$ cat src/rtl/matrix_row_packer.sv
`default_nettype none
// matrix_row_packer: packs 6-bit generator rows into three 32-bit words for sequential_sender.
// Rows are assembled in buffer A and handed to holding register H, so the next matrix can be
// assembled while the sender drains. Optional macro PACKER_TAG_EN puts tag k in bits [31:30] of word k.
module matrix_row_packer #(
  parameter int ROW_W    = 6,
  parameter int MAX_ROWS = 14,
  parameter int HOLDOFF  = 3
) (
  input  logic             clk,
  input  logic             reset_n,
  input  logic             clk_en,
  input  logic [5:0]       ROWS,
  input  logic             row_valid,
  input  logic [ROW_W-1:0] row_data,
  output logic             row_ready,
  input  logic             gen_done,
  input  logic             snd_idle,
  output logic             load,
  output logic [31:0]      data_out_0,
  output logic [31:0]      data_out_1,
  output logic [31:0]      data_out_2,
  output logic             generation_done
);

  localparam int              HC_W       = (HOLDOFF > 1) ? $clog2(HOLDOFF) : 1;
  localparam logic [HC_W-1:0] HOLD_LAST  = HC_W'(HOLDOFF - 1);
  localparam logic [5:0]      MAX_ROWS_6 = 6'(MAX_ROWS);

  typedef enum logic [2:0] {
    S_EMPTY   = 3'd0,
    S_ARM     = 3'd1,
    S_LOAD    = 3'd2,
    S_HOLDOFF = 3'd3,
    S_DRAIN   = 3'd4
  } state_t;

  state_t           state, state_nxt;
  logic [3:0]       row_cnt;
  logic [3:0]       rows_lat;
  logic [3:0]       rows_live;
  logic [3:0]       rows_cur;
  logic             a_complete;
  logic             ready_en;
  logic [ROW_W-1:0] a_rows [MAX_ROWS];
  logic [31:0]      a_word0, a_word1, a_word2;
  logic [31:0]      h_word0, h_word1, h_word2;
  logic [HC_W-1:0]  hold_cnt;
  logic             accept, last_row, h_full, h_release, transfer, flush, done_cond;

  always_comb begin
    rows_live = ROWS[3:0];
    if (ROWS == 6'd0)
      rows_live = 4'd1;
    else if (ROWS > MAX_ROWS_6)
      rows_live = MAX_ROWS_6[3:0];
  end

  // The row count only takes effect on a matrix's first row; later rows use the latched value.
  assign rows_cur  = (row_cnt == 4'd0) ? rows_live : rows_lat;

  assign h_full    = (state != S_EMPTY);
  assign row_ready = ready_en & clk_en & ~(a_complete & h_full) & ~generation_done;
  assign accept    = row_valid & row_ready;
  assign last_row  = accept & (row_cnt == (rows_cur - 4'd1));
  assign h_release = (state == S_DRAIN) & snd_idle;
  assign transfer  = a_complete & (~h_full | h_release);
  assign flush     = gen_done & ~accept & ~a_complete & (row_cnt != 4'd0);
  assign done_cond = gen_done & ~accept & ~a_complete & (row_cnt == 4'd0) & ~h_full;

  assign load       = (state == S_LOAD) & ~generation_done;
  assign data_out_0 = h_word0;
  assign data_out_1 = h_word1;
  assign data_out_2 = h_word2;

  // Rows 0-4 -> word0, 5-8 -> word1, 9-13 -> word2, LSB-first in 6-bit slots.
  always_comb begin
    a_word0 = '0;
    a_word1 = '0;
    a_word2 = '0;
    for (int r = 0; r < MAX_ROWS; r++) begin
      if (r < 5)
        a_word0[ROW_W*r +: ROW_W] = a_rows[r];
      else if (r < 9)
        a_word1[ROW_W*(r-5) +: ROW_W] = a_rows[r];
      else
        a_word2[ROW_W*(r-9) +: ROW_W] = a_rows[r];
    end
`ifdef PACKER_TAG_EN
    a_word1[31:30] = 2'b01;
    a_word2[31:30] = 2'b10;
`endif
  end

  always_ff @(posedge clk or negedge reset_n) begin
    if (!reset_n) begin
      row_cnt    <= 4'd0;
      rows_lat   <= 4'd1;
      a_complete <= 1'b0;
      for (int r = 0; r < MAX_ROWS; r++)
        a_rows[r] <= '0;
    end else begin
      if (transfer) begin
        for (int r = 0; r < MAX_ROWS; r++)
          a_rows[r] <= '0;
      end
      // A row accepted in the transfer cycle lands in the freshly cleared buffer.
      if (accept) begin
        a_rows[row_cnt] <= row_data;
        if (row_cnt == 4'd0)
          rows_lat <= rows_live;
        row_cnt <= last_row ? 4'd0 : (row_cnt + 4'd1);
      end else if (flush) begin
        row_cnt <= 4'd0;
      end
      a_complete <= last_row | flush | (a_complete & ~transfer);
    end
  end

  always_ff @(posedge clk or negedge reset_n) begin
    if (!reset_n) begin
      h_word0 <= '0;
      h_word1 <= '0;
      h_word2 <= '0;
    end else if (transfer) begin
      h_word0 <= a_word0;
      h_word1 <= a_word1;
      h_word2 <= a_word2;
    end
  end

  always_ff @(posedge clk or negedge reset_n) begin
    if (!reset_n) begin
      state           <= S_EMPTY;
      hold_cnt        <= '0;
      ready_en        <= 1'b0;
      generation_done <= 1'b0;
    end else begin
      state    <= state_nxt;
      hold_cnt <= (state == S_HOLDOFF) ? (hold_cnt + HC_W'(1)) : '0;
      ready_en <= 1'b1;
      if (done_cond)
        generation_done <= 1'b1;
    end
  end

  always_comb begin
    state_nxt = state;
    case (state)
      S_EMPTY:   if (transfer) state_nxt = S_ARM;
      S_ARM:     if (snd_idle & ~generation_done) state_nxt = S_LOAD;
      S_LOAD:    state_nxt = S_HOLDOFF;
      // The sender's idle flag lags the load pulse, so it is ignored for a few cycles.
      S_HOLDOFF: if (hold_cnt == HOLD_LAST) state_nxt = S_DRAIN;
      S_DRAIN:   if (snd_idle) state_nxt = transfer ? S_ARM : S_EMPTY;
      default:   state_nxt = S_EMPTY;
    endcase
  end

endmodule
`default_nettype wire

$ cat config.mk
export PLATFORM = sky130hd
export DESIGN_NAME = matrix_row_packer
export DESIGN_NICKNAME = d
export VERILOG_FILES = /design/src/rtl/matrix_row_packer.sv
export SDC_FILE = /design/constraint.sdc
export NUM_CORES = 1
export LEC_CHECK = 0
export ABC_AREA = 1
export BUFFER_PORTS_ARGS = -buffer_cell sky130_fd_sc_hd__buf_2
export CORE_ASPECT_RATIO = 1.75
export CORE_UTILIZATION = 40
export DETAILED_ROUTE_END_ITERATION = 6
export PLACE_DENSITY = 0.68
export SYNTH_ARGS = -nofsm -noshare
export SYNTH_HDL_FRONTEND = slang
export SYNTH_SLANG_ARGS = --single-unit
$ cat constraint.sdc
create_clock -name clk -period 3.65 [get_ports clk]
set_input_delay 0.365 -clock clk [delete_from_list [all_inputs] [get_ports clk]]
set_output_delay 0.365 -clock clk [all_outputs]
set_load 0.005 [all_outputs]
; Word-level counts from Yosys, hierarchy flattened
; Index checks and enable logic that the tools add are counted.
[totals]
register_bits = 184
[op_classes]
add_sub_neg = 3
order_cmp = 3
eq_ne = 10
mux = 18
bitwise_logic = 26
reduce_logical = 8
[op_table]
columns = cell, n
row1 = 84-bit 2-to-1 mux, 2
row2 = 84-bit bitwise mux, 1
row3 = 6-bit demux with 4-bit select, 1
row4 = 4-bit 2-to-1 mux, 6
row5 = 1-bit bitwise AND, 16
row6 = 3-bit one-hot mux with 5 select lines, 1
row7 = 3-bit 2-to-1 mux, 4
row8 = 3-bit by 2-bit == test with 1-bit output (second input constant), 2
row9 = 6-bit by 4-bit > comparator with 1-bit output (second input constant), 1
row10 = 6-bit logical NOT, 1
row11 = 6-bit 2-to-1 mux, 1
row12 = 2-bit != test (second input constant), 3
row13 = 1-bit NOT, 6
row14 = 5-bit >= comparator (second input constant), 1
row15 = 5-bit by 1-bit < comparator with 1-bit output (second input constant), 1
row16 = 4-bit NOT with 5-bit output, 1
row17 = 4-bit by 1-bit adder with 4-bit output (second input constant), 1
row18 = 4-bit == test, 1
row19 = 4-bit logical NOT, 1
row20 = 4-bit AND reduction, 1
row21 = 4-bit nonzero test, 1
row22 = 4-bit by 1-bit subtractor with 4-bit output (second input constant), 1
row23 = 3-bit by 1-bit == test with 1-bit output (second input constant), 1
row24 = 3-bit == test (second input constant), 1
row25 = other kinds (10), 12

; Logic depth before layout (Yosys ltp)
[logic_depth]
word_depth = 12
depth_mapped = 15

; Worst setup path after synthesis
; OpenSTA, ideal clock, no wires.
[synth_path]
path_type = reg2reg
startpoint = register row_cnt[0]
endpoint = register row_cnt[0]
setup_ns = 0.116
arrival_time_ns = 2.029
t_required_ns = 3.534
path_slack_ns = 1.504
stages_incl_launch_ff = 16
n_path_buf = 0
cell_sequence = dfrtp_1 > inv_1 > ha_1 > inv_1 > nor2_8 > nor2_1 > a21oi_1 > ha_1 > xor2_1 > nand3_1 > nand2_1 > nand2_1 > nor2_1 > nand2_2 > nand2_1 > nand2_1
[synth_via]
elab_chain_len = 7
[synth_rtl]
columns = item, line
row1 = "start, declared", 39  ; logic [3:0] row_cnt;
row2 = "start signal, assigned", 112  ; row_cnt <= last_row ? 4'd0 : (row_cnt + 4'd1);
row3 = 4-bit logical NOT, 60  ; assign rows_cur = (row_cnt == 4'd0) ? rows_live : rows_lat;
row4 = 4-bit 2-to-1 mux, --
row5 = 4-bit by 1-bit subtractor with 4-bit output, 65  ; assign last_row = accept & (row_cnt == (rows_cur - 4'd1));
row6 = 4-bit == test, 65
row7 = 1-bit bitwise AND, 65
row8 = 4-bit 2-to-1 mux, 112
row9 = 4-bit 2-to-1 mux, 108  ; if (accept) begin
; Parallel ways exist; a longest one is shown, timed or not.
; A chain may end at the register's enable or synchronous reset.

; Final worst setup path
[layout_path]
startpoint = register row_cnt[0]
endpoint = register row_cnt[1]
; The elaborated chain is that of the path after synthesis.

==> impl_metrics.tcl <==
set metrics [dict create \
    synth_largest_area_cell "dfrtp_1" \
    core_area_mm2 0.0191 \
    critical_path_class "flip-flop to flip-flop" \
    p_leak_nw 4.74 \
    wl_per_cell_um 14.7 \
    drc 0 \
    fin_ws_ns 1.27 \
    crit_path_cell_trace "inv_1 > ha_1 > inv_1 > nor2_8 > nor2_1 > a21oi_1 > ha_1 > xor2_1 > nand3_1 > nand2_1 > nand2_1 > nor2_1 > nand2_2 > nand2_1 > nand2_1" \
    die_area_mm2 0.0201 \
    worst_setup_path_end_kind "flip-flop" \
    antenna_left 0 \
    r2r-end "row_cnt[1]$_DFFE_PN0P_" \
    hold_viol 0 \
    rr_startpoint "row_cnt[0]$_DFFE_PN0P_" \
    clockRootBuffer "clkbuf_16" \
    cpMaxStageDelayCell "dfrtp_1" \
    setup.worst_path.start "row_cnt[0]$_DFFE_PN0P_" \
    dieHeight_um 187 \
    clk_latency_ns 0.44 \
    overflow 0 \
    layout.nets 947 \
    wl_met2_um 8870 \
    seq_area_mm2 0.00461 \
    cts_buffer_depth 2 \
    multi_input_area_mm2 0.00261 \
    ir_drop_v 0.000550 \
    syn_area_mm2 0.00781 \
    maxCapViolations 0 \
    start_util_pct 40.9 \
    place_ws_ns 1.28 \
    wl_met1_um 7420 \
    top_level_ports 117 \
    drive_gt1_share_pct 18.1 \
    portBuffers 104 \
    top_layer "met4" \
    status "complete, no violations" \
    period_needed_ns 2.38 \
    post_cts_buffers 0 \
    n_fill_cell 1868 \
    cpPeakStageDelay_ns 0.45 \
    antenna_found_initial 0 \
    drv_slew 0 \
    yosys_most_used_dff "dfrtp_1" \
    path_clk_slew_ns 0.08 \
    dieWidth_um 108 \
    seq_area_frac_synth_pct 59.0 \
    crit_cells 15 \
    dr_total_vias 5768 \
    hpwl_um 11400 \
    dr_wl_met3_um 629 \
    grt_pass1_vias 5549 \
    track_usage_pct 18.3 \
    numCtsBuffers 17 \
    cts_hold_buffers 0 \
    cp.arrival_ns 2.72 \
    cts_max_level 4 \
    max_slew_margin_pct 35.7 \
    rows 67 \
    first_iter_violations 414 \
    r2r_cells 15 \
    synth-seq-cells 184 \
    cts_tree "built" \
    rsz0062_at_grt "false" \
    fin_skew_ns 0.0107 \
    fin_crit_sh_pct 65.3 \
    final.setup.tns_ns 0 \
    synth_edf_count 0 \
    yosysUniqueCellTypes 35 \
    antenna_cells 0 \
    yosysWarnings 0 \
    crit_path_start_kind "flip-flop" \
    crit_path_frequent_cell "nand2_1" \
    routed_wl_um 17300 \
    clock_sinks 184 \
    cts_resized 0 \
    place.gp.congestion 0.794 \
    tightest_slew_ns 0.964 \
    firstDrtPassIters 5 \
    hold_class "input port to asynchronous set/reset pin" \
    syn_inst 839 \
    yosys-top-cells-area "dfrtp_1 59%, nand2_1 13%, o21ai_0 5.4%, nand3_1 3.7%, o31ai_1 3.5%" \
    critical_path_buf_inv_count 2 \
    vias_per_cell 4.90 \
    crit_path_end "row_cnt[1]$_DFFE_PN0P_" \
    r2r_slack_ns 1.27 \
    area_growth_pct 15.6 \
    cp_max_fo 8 \
    synthArstFlopShare_pct 100 \
    finalSetupViolCount 0 \
    fmax_ghz 0.420 \
    cp.required_ns 3.98 \
    crit_family "simple AND/OR/NAND/NOR gates" \
    p_per_area_mw_per_mm2 659 \
    grt_first_pass_wirelength_um 28400 \
    synth_top_area_share_pct 58.6 \
    grt_start_max_net_pins 105 \
    synth_area_per_cell_um2 9.31 \
]
-- stage by stage --
step                      area (um2)  hold WS, ns  power, mW  instances  util, %
after detailed placement        8390        0.418       4.07       1145     43.9
after CTS                       9030       0.0918       6.02       1177     47.2
after global routing            9030        0.139       6.31       1177     47.2
after global placement          8390        0.414       4.04       1145     43.9
final                           9030       0.0690       5.95       1177     47.2
after floorplan                 7850       0.0694       3.54        850        -
-- per-layer routing --
metal / GRT usage [%] / vias up
met2: 30.8 / 136
met4: 7.22 / 0
met3: 3.03 / 22
li1: - / 2820
met5: 0 / -
met1: 23.1 / 2790
-- sequential cells by signal, indices dropped and copies added (netlist names) --
register / flops
a_rows: 84
data_out_0: 30
data_out_2: 30
data_out_1: 24
row_cnt: 4
rows_lat: 4
state: 3
hold_cnt: 2
a_complete: 1
generation_done: 1
ready_en: 1
-- worst min-delay path by stage --
stage / from / end / slack, ns / cells after the start
2_1_floorplan: reset_n / a_complete$_DFF_PN0_ / 0.07 / 0
3_3_place_gp: hold_cnt[0]$_DFF_PN0_ / hold_cnt[0]$_DFF_PN0_ / 0.41 / 1
3_5_place_dp: hold_cnt[0]$_DFF_PN0_ / hold_cnt[0]$_DFF_PN0_ / 0.42 / 1
4_1_cts: reset_n / data_out_0[25]$_DFFE_PN0P_ / 0.09 / 1
5_1_grt: reset_n / data_out_0[27]$_DFFE_PN0P_ / 0.14 / 1
6_report: reset_n / data_out_0[27]$_DFFE_PN0P_ / 0.07 / 1
-- synth_stat cells (all sizes together) (3+ instances only) --
cell / instances
buf: 42
clkbuf: 15
dfrtp: 183
ha: 6
inv: 74
nand2: 281
nand3: 60
nor2: 27
nor3: 7
o21ai: 93
o31ai: 36
xor2: 3
-- cell families after synthesis --
family	count (synthesis)	synth area share [%]
xor gates and xnor gates	5	0.561
AOI/OAI and AO/OA	134	9.89
other	2	0.0962
and+or+nand+nor	377	21.3
DFF	184	59.0
buffers and inverters	131	8.19
adders and majority gates	6	0.961
-- cells in the final DEF, fill, tap and decap left out, types with 4 or more instances in the layout --
| master | instances |
|---|---|
| conb_1 | 13 |
| clkbuf_16 | 17 |
| inv_1 | 69 |
| buf_4 | 6 |
| nor3_4 | 6 |
| dfrtp_1 | 183 |
| nor2_4 | 4 |
| o31ai_1 | 36 |
| o21ai_1 | 7 |
| ha_1 | 6 |
| nand3_1 | 58 |
| o21ai_0 | 85 |
| nand2_1 | 275 |
| buf_2 | 103 |
| nor2_1 | 22 |
| clkinv_8 | 4 |
-- power breakdown --
part	leakage (nW)	switching (mW)	total, mW	internal [mW]
Clock	0.305	0.886	1.94	1.05
Sequential	2.53	0.222	2.58	2.36
Combinational	1.90	0.952	1.44	0.485
Total	4.74	2.06	5.95	3.89
-- cell type report --
| class | instances | share of cell area [%] |
|---|---|---|
| Clock inverter | 15 | 2.33 |
| Inverter | 74 | 3.13 |
| Clock buffer | 17 | 4.71 |
| Sequential cell | 184 | 51.0 |
| Timing Repair Buffer | 111 | 6.55 |
| Multi-Input combinational cell | 535 | 28.9 |
| Tap cell | 241 | 3.34 |
No activity file was read; power rests on OpenSTA's default activity.
